<file path="config.mk">
export PLATFORM = sky130hd
export DESIGN_NAME = argmax_tree_flat
export DESIGN_NICKNAME = d
export VERILOG_FILES = /design/src/rtl/argmax_pkg.sv /design/src/rtl/argmax_tree_if.sv /design/src/rtl/argmax_node.sv /design/src/rtl/argmax_tree.sv /design/src/flat_wrapper.sv
export SDC_FILE = /design/constraint.sdc
export NUM_CORES = 1
export LEC_CHECK = 0
export ABC_AREA = 1
export BUFFER_PORTS_ARGS = -buffer_cell sky130_fd_sc_hd__buf_4
export CORE_MARGIN = 3
export CORE_UTILIZATION = 55
export DETAILED_ROUTE_END_ITERATION = 8
export HOLD_SLACK_MARGIN = 0.12
export PLACE_DENSITY = 0.78
export SLEW_MARGIN = 40
export SYNTH_ARGS = -nofsm -noshare
export SYNTH_HDL_FRONTEND = slang
export SYNTH_SLANG_ARGS = --single-unit
</file>
<file path="constraint.sdc">
create_clock -name i_clk -period 2.9 [get_ports i_clk]
set_input_delay 0.29 -clock i_clk [delete_from_list [all_inputs] [get_ports i_clk]]
set_output_delay 0.29 -clock i_clk [all_outputs]
set_load 0.05 [all_outputs]
</file>
<file path="src/rtl/argmax_pkg.sv">
// Shared constants and helpers for the argmax compare tree.
package argmax_pkg;

    localparam int ARGMAX_DEF_WIDTH = 21;
    localparam int ARGMAX_NO_WINNER = 0;

    function automatic int argmax_clog2(input int n);
        int r;
        r = 0;
        while ((1 << r) < n) r++;
        return r;
    endfunction

endpackage

</file>
<file path="src/rtl/argmax_tree_if.sv">
// Sample-set / result bundle of argmax_tree. i_thresh exists only when
// ARGMAX_TREE_THRESH_EN is defined.
interface argmax_tree_if
    import argmax_pkg::*;
#(
    parameter int P_WIDTH  = ARGMAX_DEF_WIDTH,
    parameter int P_NUM_IN = 8
);
    localparam int IW = argmax_clog2(P_NUM_IN + 1);

    logic                         i_valid;
    logic [P_NUM_IN*P_WIDTH-1:0]  i_data;
`ifdef ARGMAX_TREE_THRESH_EN
    logic [P_WIDTH-1:0]           i_thresh;
`endif
    logic                         o_valid;
    logic [P_WIDTH-1:0]           o_max;
    logic [IW-1:0]                o_index;

    modport master (
`ifdef ARGMAX_TREE_THRESH_EN
        output i_thresh,
`endif
        output i_valid, i_data,
        input  o_valid, o_max, o_index
    );

    modport slave (
`ifdef ARGMAX_TREE_THRESH_EN
        input  i_thresh,
`endif
        input  i_valid, i_data,
        output o_valid, o_max, o_index
    );

endinterface

</file>
<file path="src/rtl/argmax_node.sv">
// One tree level: compare two value/index pairs and register the winner.
// Side a always carries the lower channel indices, so a tie keeps side a.
module argmax_node
    import argmax_pkg::*;
#(
    parameter int P_WIDTH = ARGMAX_DEF_WIDTH,
    parameter int P_IW    = 4
) (
    input  logic               i_clk,
    input  logic               i_rst,
    input  logic               i_vld,
    input  logic [P_WIDTH-1:0] i_val_a,
    input  logic [P_IW-1:0]    i_idx_a,
    input  logic [P_WIDTH-1:0] i_val_b,
    input  logic [P_IW-1:0]    i_idx_b,
    output logic               o_vld,
    output logic [P_WIDTH-1:0] o_val,
    output logic [P_IW-1:0]    o_idx
);

    logic               r_vld_p1;
    logic [P_WIDTH-1:0] r_val_p1;
    logic [P_IW-1:0]    r_idx_p1;
    logic               w_a_wins;

    assign w_a_wins = (i_val_a >= i_val_b);

    always_ff @(posedge i_clk) begin
        if (i_rst) begin
            r_vld_p1 <= 1'b0;
        end else begin
            r_vld_p1 <= i_vld;
        end
    end

    // Data only moves with a valid set; no reset needed on the datapath.
    always_ff @(posedge i_clk) begin
        if (i_vld) begin
            r_val_p1 <= w_a_wins ? i_val_a : i_val_b;
            r_idx_p1 <= w_a_wins ? i_idx_a : i_idx_b;
        end
    end

    assign o_vld = r_vld_p1;
    assign o_val = r_val_p1;
    assign o_idx = r_idx_p1;

endmodule

</file>
<file path="src/rtl/argmax_tree.sv">
// Pipelined argmax over P_NUM_IN channels, latency ceil(log2(P_NUM_IN)).
// Define ARGMAX_TREE_THRESH_EN to add i_thresh (index forced to 0 below it).
module argmax_tree
    import argmax_pkg::*;
#(
    parameter int P_WIDTH  = ARGMAX_DEF_WIDTH,
    parameter int P_NUM_IN = 8
) (
    input logic          i_clk,
    input logic          i_rst,
    argmax_tree_if.slave io_bus
);

    localparam int L  = argmax_clog2(P_NUM_IN);
    localparam int IW = argmax_clog2(P_NUM_IN + 1);
    localparam int NP = 1 << L;

    // Heap numbering: node n has children 2n (lower channels) and 2n+1.
    // Leaves are NP..2NP-1, registered nodes 2..NP-1, node 1 is the final stage.
    logic [P_WIDTH-1:0] w_val [2:2*NP-1];
    logic [IW-1:0]      w_idx [2:2*NP-1];
    logic [2*NP-1:1]    w_vld;

    logic               w_a_wins;
    logic [P_WIDTH-1:0] w_root_val;
    logic [IW-1:0]      w_root_idx;
    logic               w_no_win;

    logic               r_valid;
    logic [P_WIDTH-1:0] r_max;
    logic [IW-1:0]      r_index;

    for (genvar k = 0; k < NP; k++) begin : g_leaf
        if (k < P_NUM_IN) begin : g_real
            assign w_val[NP+k] = io_bus.i_data[k*P_WIDTH +: P_WIDTH];
            assign w_idx[NP+k] = IW'(k + 1);
        end else begin : g_pad
            assign w_val[NP+k] = '0;
            assign w_idx[NP+k] = IW'(ARGMAX_NO_WINNER);
        end
        assign w_vld[NP+k] = io_bus.i_valid;
    end

    for (genvar n = 2; n < NP; n++) begin : g_node
        argmax_node #(
            .P_WIDTH (P_WIDTH),
            .P_IW    (IW)
        ) u_node (
            .i_clk   (i_clk),
            .i_rst   (i_rst),
            .i_vld   (w_vld[2*n] & w_vld[2*n+1]),
            .i_val_a (w_val[2*n]),
            .i_idx_a (w_idx[2*n]),
            .i_val_b (w_val[2*n+1]),
            .i_idx_b (w_idx[2*n+1]),
            .o_vld   (w_vld[n]),
            .o_val   (w_val[n]),
            .o_idx   (w_idx[n])
        );
    end

    assign w_vld[1] = w_vld[2] & w_vld[3];

`ifdef ARGMAX_TREE_THRESH_EN
    logic [P_WIDTH-1:0] w_thr_root;

    // Threshold rides alongside its set; stage k matches node depth L-1-k.
    if (L > 1) begin : g_thr
        logic [P_WIDTH-1:0] r_thr_p [L-1];

        always_ff @(posedge i_clk) begin
            if (io_bus.i_valid) r_thr_p[0] <= io_bus.i_thresh;
            for (int k = 1; k < L - 1; k++) begin
                if (w_vld[1 << (L-k)]) r_thr_p[k] <= r_thr_p[k-1];
            end
        end

        assign w_thr_root = r_thr_p[L-2];
    end else begin : g_thr_bypass
        assign w_thr_root = io_bus.i_thresh;
    end
`endif

    // Final stage: last compare plus the no-winner decision.
    assign w_a_wins   = (w_val[2] >= w_val[3]);
    assign w_root_val = w_a_wins ? w_val[2] : w_val[3];
    assign w_root_idx = w_a_wins ? w_idx[2] : w_idx[3];

    always_comb begin
        w_no_win = (w_root_val == '0);
`ifdef ARGMAX_TREE_THRESH_EN
        if (w_root_val < w_thr_root) w_no_win = 1'b1;
`endif
    end

    always_ff @(posedge i_clk) begin
        if (i_rst) begin
            r_valid <= 1'b0;
            r_max   <= '0;
            r_index <= '0;
        end else begin
            r_valid <= w_vld[1];
            if (w_vld[1]) begin
                r_max   <= w_root_val;
                r_index <= w_no_win ? IW'(ARGMAX_NO_WINNER) : w_root_idx;
            end
        end
    end

    assign io_bus.o_valid = r_valid;
    assign io_bus.o_max   = r_max;
    assign io_bus.o_index = r_index;

endmodule

</file>
<file path="src/flat_wrapper.sv">
// flat-port wrapper written by rule: the top's interface ports become plain ports
module argmax_tree_flat import argmax_pkg::*;
#(
    parameter int P_WIDTH  = ARGMAX_DEF_WIDTH,
    parameter int P_NUM_IN = 8
)
  (i_clk, i_rst, io_bus_i_valid, io_bus_i_data, io_bus_o_valid, io_bus_o_max, io_bus_o_index);
  argmax_tree_if #(.P_WIDTH(P_WIDTH), .P_NUM_IN(P_NUM_IN)) io_bus_i ();
  input logic i_clk;
  input logic i_rst;
  input wire logic [$bits(io_bus_i.i_valid)-1:0] io_bus_i_valid;
  input wire logic [$bits(io_bus_i.i_data)-1:0] io_bus_i_data;
  output wire logic [$bits(io_bus_i.o_valid)-1:0] io_bus_o_valid;
  output wire logic [$bits(io_bus_i.o_max)-1:0] io_bus_o_max;
  output wire logic [$bits(io_bus_i.o_index)-1:0] io_bus_o_index;
  assign io_bus_i.i_valid = io_bus_i_valid;
  assign io_bus_i.i_data = io_bus_i_data;
  assign io_bus_o_valid = io_bus_i.o_valid;
  assign io_bus_o_max = io_bus_i.o_max;
  assign io_bus_o_index = io_bus_i.o_index;
  argmax_tree #(.P_WIDTH(P_WIDTH), .P_NUM_IN(P_NUM_IN)) u_core (.i_clk(i_clk), .i_rst(i_rst), .io_bus(io_bus_i));
endmodule
</file>
Word-level counts from Yosys, hierarchy flattened
Index checks and enable logic that the tools add are counted.
{"block": "word_totals", "output_inout_bits": 26, "reg_bits": 178}
{"block": "classes", "n_lt_le_gt_ge": 7, "n_reduce_logical": 1, "mux": 15}
{"cell": "greater-or-equal comparator 21 bit", "n": 7}
{"cell": "2-to-1 mux 21 bit", "n": 7}
{"cell": "zero test 21 bit", "n": 1}
{"cell": "2-to-1 mux 4 bit", "n": 5}
{"cell": "2-to-1 mux 2 bit", "n": 2}
{"cell": "2-to-1 mux 3 bit", "n": 1}

Logic depth before layout (Yosys ltp)
Gate-level depths: netlist of run 1.
{"block": "logic_depth", "word_depth": 4, "depth_mapped": 19, "depth_no_buf": 18}

Cells and area by module
A second synthesis of run 1 with hierarchy kept.
{"block": "unflattened", "hier_cells": 1678, "area_unflattened_um2": 13122.6}
{"module": "argmax_node at u_core.g_node[2].u_node ...", "seq_area_each_um2": 770.7, "cells_per_inst": 223, "n_inst": 5, "area_per_inst_um2": 1825.5}
{"module": "argmax_tree", "seq_area_each_um2": 520.5, "cells_per_inst": 340, "n_inst": 1, "area_per_inst_um2": 2128.3}
{"module": "argmax_node at u_core.g_node[4].u_node", "seq_area_each_um2": 770.7, "cells_per_inst": 223, "n_inst": 1, "area_per_inst_um2": 1866.8}

Worst setup path before layout of run 1
Ideal clock, no wire load.
{"block": "synth_timing", "path_kind": "reg2reg", "start": "reg u_core.g_node[4].u_node.r_val_p1[10]", "end": "reg u_core.g_node[2].u_node.r_val_p1[10], data pin", "path_buffers": 1, "arrival_time_ns": 1.931, "stages_incl_launch_ff": 11, "setup_slack_ns": 0.705, "required_time_ns": 2.636, "path_cell_list": "edfxtp_1 > ha_1 > a21oi_1 > nor2_1 > a211oi_1 > o21ai_0 > a221oi_1 > nand3_2 > buf_2 > nand2_1 > o21ai_0"}
{"block": "synth_between", "elab_chain_cells": 2}
{"item": "start, declared", "line_no": "argmax_node.sv:22", "rtl": "logic [P_WIDTH-1:0] r_val_p1;"}
{"item": "start signal, assigned", "line_no": "argmax_node.sv:39", "rtl": "r_val_p1 <= w_a_wins ? i_val_a : i_val_b;"}
{"item": "greater-or-equal comparator 21 bit", "line_no": "argmax_node.sv:26", "rtl": "assign w_a_wins = (i_val_a >= i_val_b);"}
{"item": "2-to-1 mux 21 bit (*)", "line_no": "argmax_node.sv:39"}
{"item": "end signal, assigned", "line_no": "argmax_node.sv:39"}
{"item": "end, declared", "line_no": "argmax_node.sv:22"}
Mark *: on every way between the ends. The rest lies on a longest branch, timed or not.
A chain may end at the register's enable or synchronous reset.

Worst setup path in the final report of run 1
{"block": "layout_timing", "start": "reg u_core.g_node[2].u_node.r_val_p1[15]", "end": "reg u_core.r_index[1] (netlist: u_core.io_bus.o_index[1])"}
{"block": "layout_between", "elab_chain_cells": 4, "elab_cells_between_ends": 5, "classes_between": "1 x order compare; 3 x mux; 1 x reduce/logical"}
{"item": "greater-or-equal comparator 21 bit", "line_no": "argmax_tree.sv:85", "rtl": "assign w_a_wins = (w_val[2] >= w_val[3]);"}
{"item": "2-to-1 mux 21 bit", "line_no": "argmax_tree.sv:86", "rtl": "assign w_root_val = w_a_wins ? w_val[2] : w_val[3];"}
{"item": "zero test 21 bit", "line_no": "argmax_tree.sv:90", "rtl": "w_no_win = (w_root_val == '0);"}
{"item": "2-to-1 mux 4 bit (*)", "line_no": "argmax_tree.sv:105", "rtl": "r_index <= w_no_win ? IW'(ARGMAX_NO_WINNER) : w_root_idx;"}
{"item": "end signal, assigned", "line_no": "argmax_tree.sv:105"}
{"item": "end, declared", "line_no": "argmax_tree.sv:31", "rtl": "logic [IW-1:0] r_index;"}
Marked as above.

==> impl_metrics.env, run 1 <==
export IMPL_placed_area_sq_um=12880
export IMPL_synth_top_cell_by_area="sky130_fd_sc_hd__edfxtp_1"
export IMPL_postSynthNetCount=1639
export IMPL_timing_fmax_ghz=0.3711
export IMPL_cellPowerDensity_nw_per_um2=545.9
export IMPL_grt_antenna_before_repair=2
export IMPL_worst_slew_margin_rel=0.5131
export IMPL_synth_cell_type_count=40
export IMPL_period_share=0.9292
export IMPL_worstSetupStartpointType="flip-flop"
export IMPL_die_y_microns=148.1
export IMPL_syn_instance_count=1321
export IMPL_final_util=0.6820
export IMPL_routed_wl_microns=26510
export IMPL_ys_top_cells_by_count="sky130_fd_sc_hd__nand2_1 (292), sky130_fd_sc_hd__inv_1 (226), sky130_fd_sc_hd__o21ai_0 (162)"
export IMPL_layout_cells_sized_above_1=0.1695
export IMPL_timing_critical_path_arrival_ps=3010
export IMPL_run_status="completed"
export IMPL_kind_of_capture_point_of_the_worst_setup_path="flip-flop"
export IMPL_synth_warning_count=0
export IMPL_required_ps=3210
export IMPL_globalRouteMet2Util=0.3843
export IMPL_synth_seq_cells=169
export IMPL_via_count=9465
export IMPL_die_w_microns=148.1
export IMPL_hp_class="in -> reg"
export IMPL_timing_hold_violations_final=0
export IMPL_critical_path_peak_fanout=7
export IMPL_vdd_ir_drop_worst_uv=343.3
export IMPL_route_antenna_remaining_nets=0
export IMPL_count_of_pins_over_their_slew_limit=0
export IMPL_fp_dieArea_sq_um=21930
export IMPL_finalWeightedCongestion=0.9361
export IMPL_drcViolationCount=0
export IMPL_tritoncts_clock_tree="built"
export IMPL_critical_path_class="reg -> reg"
export IMPL_syn_avg_cell_area_sq_um=8.407
export IMPL_path_clk_slew_ps=60
export IMPL_synth_top_cells_by_area="sky130_fd_sc_hd__edfxtp_1 (38%), sky130_fd_sc_hd__ha_1 (17%), sky130_fd_sc_hd__nand2_1 (9.9%)"
export IMPL_worst_clock_skew_ps=6.831
export IMPL_first_pass_drt_iterations=6
export IMPL_place_port_buffers=196
export IMPL_synth_edff_count=141
export IMPL_finalSetupTns_ps=0
export IMPL_worstMarginPinSlew_ps=730.3
export IMPL_start_util=0.5651
export IMPL_antenna_cells=0
export IMPL_worst_skew_pair_late_latency_ps=430
export IMPL_area_grow_syn2layout_pct=20.70
export IMPL_gr_total_overflow=0
export IMPL_p_leak_uw=0.006544
export IMPL_post_route_min_period_ps=2695
export IMPL_htree_levels=4
export IMPL_ys_flop_type="sky130_fd_sc_hd__edfxtp_1"
export IMPL_drt_initial_drc_count=671
export IMPL_grt_first_pass_wirelength_microns=41920
export IMPL_drv_cap=0
export IMPL_ys_seq_area_frac=0.4317
export IMPL_max_clock_path_buffers=2
export IMPL_cts_hold_fix_buffers=0
export IMPL_finalSetupViolCount=0
export IMPL_design_portCount=197
export IMPL_cts_buffers_inserted=17
export IMPL_dp_hpwl_microns=21460
export IMPL_postSynth_asyncResetShare=0
export IMPL_synth_most_common_cell="sky130_fd_sc_hd__nand2_1"
export IMPL_grt_util_met1=0.3279
export IMPL_cts_root_buffer="sky130_fd_sc_hd__clkbuf_16"
export IMPL_global_route_usage_total=0.2400
export IMPL_vias_in_the_first_global_route=8888
export IMPL_grt_setup_unrepaired="false"
export IMPL_vias_per_cell=5.279
export IMPL_finalNetCount=1835
export IMPL_post_drt_wl_per_cell_microns=14.79
export IMPL_globalRoute_busiestLayer="met2"
export IMPL_netlist_area_sq_um=11110
export IMPL_grt_max_degree=53
export IMPL_grtUsageMet3=0.05454
export IMPL_fp_row_count=51
export IMPL_core_area_sq_um=19650
export IMPL_tritoncts_num_sinks=169
export IMPL_synth_top_area_share=0.3813
export IMPL_final_cell_area_sq_um=13400
-- logic make-up after synthesis --
| family | synth area share |
|---|---|
| buffers and inverters | 0.09238 |
| AND/OR/NAND/NOR | 0.1830 |
| flip-flops | 0.4317 |
| AO/OA/AOI/OAI | 0.1273 |
| adder cells (fa/ha/maj) | 0.1656 |
-- report_power, final --
| group | switching (uW) | total (uW) | internal [uW] |
|---|---|---|---|
| sequential | 182 | 3210 | 3020 |
| combinational | 1340 | 2160 | 819 |
| clock | 878 | 1950 | 1070 |
| total | 2410 | 7320 | 4910 |
-- worst paths after layout --
check	startpoint	endpoint	slack (ps)	cells after the start
setup reg to reg	u_core.g_node[2].u_node.o_val[15]$_DFFE_PP_	u_core.io_bus.o_index[1]$_SDFFE_PP0P_	210	15
setup / recovery	u_core.g_node[2].u_node.o_val[15]$_DFFE_PP_	u_core.io_bus.o_index[1]$_SDFFE_PP0P_	210	15
hold / removal	io_bus_i_data[21]	u_core.g_node[4].u_node.o_val[0]$_DFFE_PP_	140	3
hold reg to reg	u_core.io_bus.o_index[0]$_SDFFE_PP0P_	u_core.io_bus.o_index[0]$_SDFFE_PP0P_	470	2
-- registers in the layout (all words and copies together), names as in the netlist --
register,cells
u_core.g_node.u_node.o_idx,15
u_core.g_node.u_node.o_val,126
u_core.g_node.u_node.o_vld,2
u_core.io_bus.o_index,4
u_core.io_bus.o_max,21
u_core.io_bus.o_valid,1
-- cells in the final DEF, fill, tap and decap left out, types with 5 or more instances in the layout --
cell / instances
sky130_fd_sc_hd__nor2_1: 90
sky130_fd_sc_hd__o211ai_1: 5
sky130_fd_sc_hd__nand2_1: 292
sky130_fd_sc_hd__a21oi_1: 66
sky130_fd_sc_hd__nand4_1: 26
sky130_fd_sc_hd__ha_1: 147
sky130_fd_sc_hd__a211oi_1: 10
sky130_fd_sc_hd__nor3_1: 10
sky130_fd_sc_hd__edfxtp_1: 141
sky130_fd_sc_hd__nor4_1: 9
sky130_fd_sc_hd__nand2_2: 6
sky130_fd_sc_hd__buf_4: 208
sky130_fd_sc_hd__o21ai_0: 162
sky130_fd_sc_hd__nand3_1: 30
sky130_fd_sc_hd__inv_1: 226
sky130_fd_sc_hd__dfxtp_1: 27
sky130_fd_sc_hd__clkbuf_16: 17
-- layer usage --
metal	wire length (microns)	vias to the layer above
li1	-	4846
met2	12190	302
met1	11960	4266
met3	1750	47
met5	27	-
met4	585	4
-- metrics by stage --
stage               hold WS [ps]  total power (uW)  cells  setup WS [ps]
floorplan                  397.0              4612   1321          705.2
global placement           456.6              5315   1761          143.0
detailed placement         457.6              5365   1761          107.7
CTS                        124.7              7311   1791          182.0
global route               139.0              7771   1793          11.96
finish                     143.0              7317   1793          205.5
-- what timing repair did --
| item | in CTS | in global routing |
|---|---|---|
| gates resized for setup | 0 | 1 |
| setup endpoints to repair | 0 | 4 |
| setup buffers | 0 | 0 |
-- critical path: stages, from the launching register on --
cell and delay, ps:
sky130_fd_sc_hd__edfxtp_1 450, sky130_fd_sc_hd__ha_1 350, sky130_fd_sc_hd__nand2_2 120, sky130_fd_sc_hd__inv_2 30
sky130_fd_sc_hd__nand2_1 50, sky130_fd_sc_hd__nand2_1 80, sky130_fd_sc_hd__a21oi_2 360, sky130_fd_sc_hd__nand4_2 320
sky130_fd_sc_hd__nand2_1 140, sky130_fd_sc_hd__nand2_1 70, sky130_fd_sc_hd__nor2_1 120, sky130_fd_sc_hd__nand2_1 80
sky130_fd_sc_hd__nor2_2 120, sky130_fd_sc_hd__nand3_2 120, sky130_fd_sc_hd__nand2_1 90, sky130_fd_sc_hd__a21oi_1 60
-- cell type report --
class / instances / area (sq um)
multi-input cells: 890 / 5319
clock buffers: 20 / 436.7
fillers: 1641 / 6250
repair buffers: 210 / 1602
well taps: 265 / 331.6
clock inverters: 10 / 57.56
inverters: 229 / 859.6
flip-flops and latches: 169 / 4798
(Power assumes the default switching activity.)
==> run 2, diff against run 1 <==
==> constraint.sdc (replaced) <==
create_clock -name i_clk -period 2.5 [get_ports i_clk]
set_input_delay 0.25 -clock i_clk [delete_from_list [all_inputs] [get_ports i_clk]]
set_output_delay 0.25 -clock i_clk [all_outputs]
set_load 0.05 [all_outputs]
==> run 2 against run 1 <==
The run now ends with negative setup slack left; sequential share of layout area is 3.7 points lower; routed wire length is 13% higher; power is 32% higher; worst setup slack worse by 290 ps; largest power group unchanged; highest routed layer is now met4.
==> impl_metrics.env, run 2 (synthesized netlist as in run 1, its figures left out) <==
export IMPL_run_status="finished with violations"
export IMPL_failing_checks="negative setup slack"
export IMPL_vias_in_the_first_global_route=9231
export IMPL_crit_path_cell_trace="ha_4, buf_4, nand4_1, nor4_1, nand3b_1, nand3_2, clkbuf_16, o21ai_1"
export IMPL_cts_buffers_inserted=17
export IMPL_p_leak_uw=0.007110
export IMPL_required_ps=2660
export IMPL_routed_wl_microns=29920
export IMPL_post_drt_wl_per_cell_microns=15.95
export IMPL_finalSetupViolCount=16
export IMPL_sequentialPowerShare=0.386
export IMPL_layoutNonFillerInstCount=1876
export IMPL_count_of_pins_over_their_slew_limit=0
export IMPL_design_portCount=197
export IMPL_fp_dieArea_sq_um=21930
export IMPL_vias_per_cell=5.382
export IMPL_dp_hpwl_microns=21690
export IMPL_timing_hold_violations_final=0
export IMPL_finalSetupTns_ps=-620.9
export IMPL_max_clock_path_buffers=2
export IMPL_antenna_cells=0
export IMPL_drcViolationCount=0
export IMPL_fp_row_count=51
export IMPL_gr_total_overflow=0
export IMPL_combinationalPowerShare=0.350
export IMPL_dp_cells=1770
export IMPL_area_grow_syn2layout_pct=34.56
export IMPL_worstSetupStartpointType="flip-flop"
export IMPL_total_switching_power_uw=3215
export IMPL_kind_of_capture_point_of_the_worst_setup_path="flip-flop"
export IMPL_worst_slew_margin_rel=0.6144
export IMPL_post_route_min_period_ps=2589
export IMPL_path_clk_slew_ps=60
export IMPL_via_count=10100
export IMPL_start_util=0.5651
export IMPL_drt_initial_drc_count=834
export IMPL_route_antenna_remaining_nets=0
export IMPL_layout_cells_sized_above_1=0.2520
export IMPL_hp_class="in -> reg"
export IMPL_hold_path_cell_count=3
export IMPL_htree_levels=4
export IMPL_critical_path_peak_fanout=10
export IMPL_first_pass_drt_iterations=5
export IMPL_die_y_microns=148.1
export IMPL_clock_power_share=0.265
export IMPL_largest_register_ff_count=126
export IMPL_grt_first_pass_wirelength_microns=43420
export IMPL_post_route_worst_setup_slack_ps=-89.13
export IMPL_worst_hold_margin_ps=124.8
export IMPL_grt_setup_unrepaired="true"
export IMPL_vdd_ir_drop_worst_uv=377.0
export IMPL_final_util=0.7604
export IMPL_layout_common_cells="sky130_fd_sc_hd__nand2_1 (264), sky130_fd_sc_hd__buf_4 (234), sky130_fd_sc_hd__inv_1 (215), sky130_fd_sc_hd__o21ai_0 (143), sky130_fd_sc_hd__edfxtp_1 (141)"
export IMPL_core_area_sq_um=19650
export IMPL_global_route_usage_total=0.2465
export IMPL_final_common_cell="sky130_fd_sc_hd__nand2_1"
export IMPL_internal_power_uw=6479
export IMPL_max_stage_delay_cell_worst_path="sky130_fd_sc_hd__edfxtp_1"
export IMPL_place_port_buffers=196
export IMPL_critical_path_class="reg -> reg"
export IMPL_cts_root_buffer="sky130_fd_sc_hd__clkbuf_16"
export IMPL_timing_critical_path_arrival_ps=2750
export IMPL_tritoncts_clock_tree="built"
export IMPL_die_w_microns=148.1
export IMPL_worstMarginPinSlew_ps=577.8
export IMPL_finalNetCount=1916
export IMPL_worst_r2r_path_depth=8
export IMPL_grt_max_degree=53
export IMPL_drv_cap=0
export IMPL_tritoncts_num_sinks=169
export IMPL_layout_filler_cells=1369
export IMPL_grt_antenna_before_repair=0
export IMPL_worst_skew_pair_late_latency_ps=430
export IMPL_period_share=1.036
export IMPL_finalWeightedCongestion=0.9025
export IMPL_sw_frac_of_total=0.3317
export IMPL_critPathMaxStageDelay_ps=490
export IMPL_cellPowerDensity_nw_per_um2=648.7
export IMPL_timing_fmax_ghz=0.3862
export IMPL_worst_clock_skew_ps=7.975
export IMPL_power_uw=9694
[run 2: changes by cell type in the layout (fill, tap and decap cells not counted), sizes merged]
cell and delta:
buf +41, bufinv +1, clkbuf +8, clkinvlp -1, dlygate4sd3 +33, inv +2, nand3 +1, nand4 -2
[run 2: what timing repair did]
item | CTS | global route
gates resized for setup | 4 | 139
hold buffers | 33 | 0
endpoints found under the hold margin | 31 | 0
setup buffers | 2 | 26
pin swaps | 1 | 21
gates cloned | 0 | 13
endpoints found under the setup margin | 23 | 94
[run 2: worst max-delay path: cells and delay by family, from the launching register on]
kind / cells / cell delay, ps
AND/OR/NAND/NOR: 4 / 1090
flip-flops: 1 / 490
adder cells (fa/ha/maj): 1 / 340
buffers and inverters: 2 / 300
AO/OA/AOI/OAI: 1 / 100
[run 2: through the flow]
stage	setup WS [ps]	cell area (sq um)
4_1_cts	-8.515	13890
3_5_place_dp	-170.3	12950
3_3_place_gp	-179.4	12950
2_1_floorplan	305.2	11110
5_1_grt	-213.3	14940
6_report	-89.13	14940
[run 2: layer usage]
layer / track usage / vias to the layer above / part of all wire
met5: 0 / - / 0
met4: 0.07760 / 0 / 0.028
met3: 0.03534 / 66 / 0.069
met2: 0.4122 / 443 / 0.49
met1: 0.3346 / 4576 / 0.41
li1: - / 5012 / -
[run 2: cell type report]
cell class | count | area, sq um | share of cell area
clock inverters | 12 | 115.1 | 0.007703
inverters | 229 | 862.1 | 0.05769
multi-input cells | 889 | 5836 | 0.3905
well taps | 265 | 331.6 | 0.02219
flip-flops and latches | 169 | 4796 | 0.3209
clock buffers | 20 | 467.9 | 0.03131
repair buffers | 292 | 2536 | 0.1697
[run 2: power by group through the flow]
stage	combinational (uW)	sequential, uW	clock [uW]
after floorplan	1600	3750	0
after global placement	2440	3760	0
after detailed placement	2510	3770	0
after CTS	2580	3710	2580
after global routing	3740	3760	2700
final	3390	3740	2570
[run 2: path summary, 6_finish.rpt]
| path | startpoint | endpoint | slack [ps] |
|---|---|---|---|
| worst min-delay path | io_bus_i_data[15] | u_core.g_node[4].u_node.o_val[15]$_DFFE_PP_ | 120 |
| worst max-delay path | u_core.g_node[4].u_node.o_val[6]$_DFFE_PP_ | u_core.g_node[2].u_node.o_val[9]$_DFFE_PP_ | -90 |
| worst min register to register | u_core.io_bus.o_index[2]$_SDFFE_PP0P_ | u_core.io_bus.o_index[2]$_SDFFE_PP0P_ | 480 |
| worst max register to register | u_core.g_node[4].u_node.o_val[6]$_DFFE_PP_ | u_core.g_node[2].u_node.o_val[9]$_DFFE_PP_ | -90 |
==> run 3, diff against run 2 <==
==> constraint.sdc (replaced) <==
create_clock -name i_clk -period 2.7 [get_ports i_clk]
set_input_delay 0.27 -clock i_clk [delete_from_list [all_inputs] [get_ports i_clk]]
set_output_delay 0.27 -clock i_clk [all_outputs]
set_load 0.05 [all_outputs]
==> run 3 against run 2 <==
The flow now finishes without violations; final area fell by 9.5%; cell count decreased by 3.8%; critical path depth is 2 higher; non-clock buffer count down 71; routed wire length fell by 12%; first-iteration DRC count decreased by 20%; via count is 6.3% lower; sequential cell count did not move; fmax grew 2.6%; count of clock-buffer cells in the layout shrank 1; highest routed layer unchanged.
==> impl_metrics.env, run 3 (synthesized netlist as in run 1, its figures left out) <==
export IMPL_run_status="completed"
export IMPL_finalSetupTns_ps=0
export IMPL_critical_path_class="reg -> reg"
export IMPL_drv_cap=0
export IMPL_largest_register_ff_count=126
export IMPL_cts_root_buffer="sky130_fd_sc_hd__clkbuf_16"
export IMPL_worstMarginPinSlew_ps=601.6
export IMPL_grt_first_pass_wirelength_microns=42400
export IMPL_place_port_buffers=196
export IMPL_die_y_microns=148.1
export IMPL_kind_of_capture_point_of_the_worst_setup_path="flip-flop"
export IMPL_vias_per_cell=5.246
export IMPL_htree_levels=4
export IMPL_critical_path_peak_fanout=19
export IMPL_p_leak_uw=0.006617
export IMPL_timing_critical_path_arrival_ps=2680
export IMPL_global_route_usage_total=0.2413
export IMPL_max_clock_path_buffers=2
export IMPL_tritoncts_num_sinks=169
export IMPL_route_antenna_remaining_nets=0
export IMPL_die_w_microns=148.1
export IMPL_cts_buffers_inserted=17
export IMPL_grt_max_degree=60
export IMPL_post_route_min_period_ps=2523
export IMPL_design_portCount=197
export IMPL_antenna_cells=0
export IMPL_layout_common_cells="sky130_fd_sc_hd__nand2_1 (292), sky130_fd_sc_hd__inv_1 (226), sky130_fd_sc_hd__buf_4 (218), sky130_fd_sc_hd__o21ai_0 (162), sky130_fd_sc_hd__ha_1 (147)"
export IMPL_final_common_cell="sky130_fd_sc_hd__nand2_1"
export IMPL_hp_class="in -> reg"
export IMPL_cellPowerDensity_nw_per_um2=601.0
export IMPL_worstSetupStartpointType="flip-flop"
export IMPL_layout_cells_sized_above_1=0.1767
export IMPL_worst_skew_pair_late_latency_ps=420
export IMPL_critPathMaxStageDelay_ps=390
export IMPL_worst_slew_margin_rel=0.5985
export IMPL_drcViolationCount=0
export IMPL_finalWeightedCongestion=0.9257
export IMPL_gr_total_overflow=0
export IMPL_fp_dieArea_sq_um=21930
export IMPL_tritoncts_clock_tree="built"
export IMPL_finalSetupViolCount=0
export IMPL_path_clk_slew_ps=60
export IMPL_routed_wl_microns=26370
export IMPL_dp_hpwl_microns=21900
export IMPL_fp_row_count=51
export IMPL_final_util=0.6884
export IMPL_area_grow_syn2layout_pct=21.82
export IMPL_finalNetCount=1844
export IMPL_start_util=0.5651
export IMPL_period_share=0.9345
export IMPL_drt_initial_drc_count=669
export IMPL_count_of_pins_over_their_slew_limit=0
export IMPL_timing_hold_violations_final=0
export IMPL_first_pass_drt_iterations=5
export IMPL_worst_clock_skew_ps=8.323
export IMPL_via_count=9463
export IMPL_vias_in_the_first_global_route=8934
export IMPL_post_drt_wl_per_cell_microns=14.62
export IMPL_required_ps=2850
export IMPL_max_stage_delay_cell_worst_path="sky130_fd_sc_hd__edfxtp_1"
export IMPL_crit_path_cell_trace="ha_1, a21oi_1, nor2_1, nor3b_1, o21ai_0, a221oi_2, nand3_2, buf_4, nand2_1, o21ai_0"
export IMPL_timing_fmax_ghz=0.3963
export IMPL_grt_antenna_before_repair=0
export IMPL_core_area_sq_um=19650
export IMPL_most_frequent_cell_on_critical_path="sky130_fd_sc_hd__o21ai_0"
export IMPL_vdd_ir_drop_worst_uv=359.5
export IMPL_grt_setup_unrepaired="false"
[run 3: metal layers]
metal | track usage | part of all wire | up-vias
met5 | 0 | 0 | -
met4 | 0.07436 | 0.024 | 0
met3 | 0.03748 | 0.055 | 42
met2 | 0.3830 | 0.46 | 276
met1 | 0.3444 | 0.46 | 4278
li1 | - | - | 4867
[run 3: path summary, 6_finish.rpt]
check / start / slack (ps) / cells after the start / to
setup / recovery: u_core.g_node[4].u_node.o_val[6]$_DFFE_PP_ / 180 / 10 / u_core.g_node[2].u_node.o_val[3]$_DFFE_PP_
hold / removal: io_bus_i_data[90] / 140 / 3 / u_core.g_node[6].u_node.o_val[6]$_DFFE_PP_
setup reg to reg: u_core.g_node[4].u_node.o_val[6]$_DFFE_PP_ / 180 / 10 / u_core.g_node[2].u_node.o_val[3]$_DFFE_PP_
hold reg to reg: u_core.io_bus.o_index[2]$_SDFFE_PP0P_ / 470 / 2 / u_core.io_bus.o_index[2]$_SDFFE_PP0P_
[run 3: cell type report]
class | count | area, sq um
fillers | 1654 | 6125
multi-input cells | 888 | 5294
flip-flops and latches | 169 | 4796
repair buffers | 221 | 1687
inverters | 229 | 859.6
clock buffers | 19 | 432.9
well taps | 265 | 331.6
clock inverters | 13 | 128.9
[run 3: worst max-delay path, delay by kind of cell, from the launching register on]
family,cells,cell delay (ps)
compound gates,4,750
simple gates,4,550
buf+inv,1,240
fa+ha+maj,1,340
flops,1,390
[run 3: timing repair]
action                                 CTS  global route
endpoints found under the hold margin    1             0
gates resized for setup                  0             2
setup buffers                            0             1
hold buffers                             1             0
setup endpoints to repair                0            20
[run 3: metrics by stage]
step           worst slack, ps  total power [uW]  hold slack [ps]  cells  area [sq um]
2_1_floorplan            505.2              4954            377.0   1321         11110
4_1_cts                  140.0              8144            122.2   1803         13510
3_5_place_dp             170.0              5834            457.8   1770         12940
6_report                 176.8              8131            137.7   1804         13530
5_1_grt                  6.748              8633            133.3   1804         13530
3_3_place_gp             157.3              5768            459.1   1770         12940
[run 3: power breakdown]
| part | internal [uW] | leakage, uW | total, uW | switching (uW) |
|---|---|---|---|---|
| Clock | 1350 | 0.000262 | 2320 | 970 |
| Combinational | 921 | 0.00477 | 2390 | 1470 |
| Sequential | 3250 | 0.00158 | 3420 | 174 |
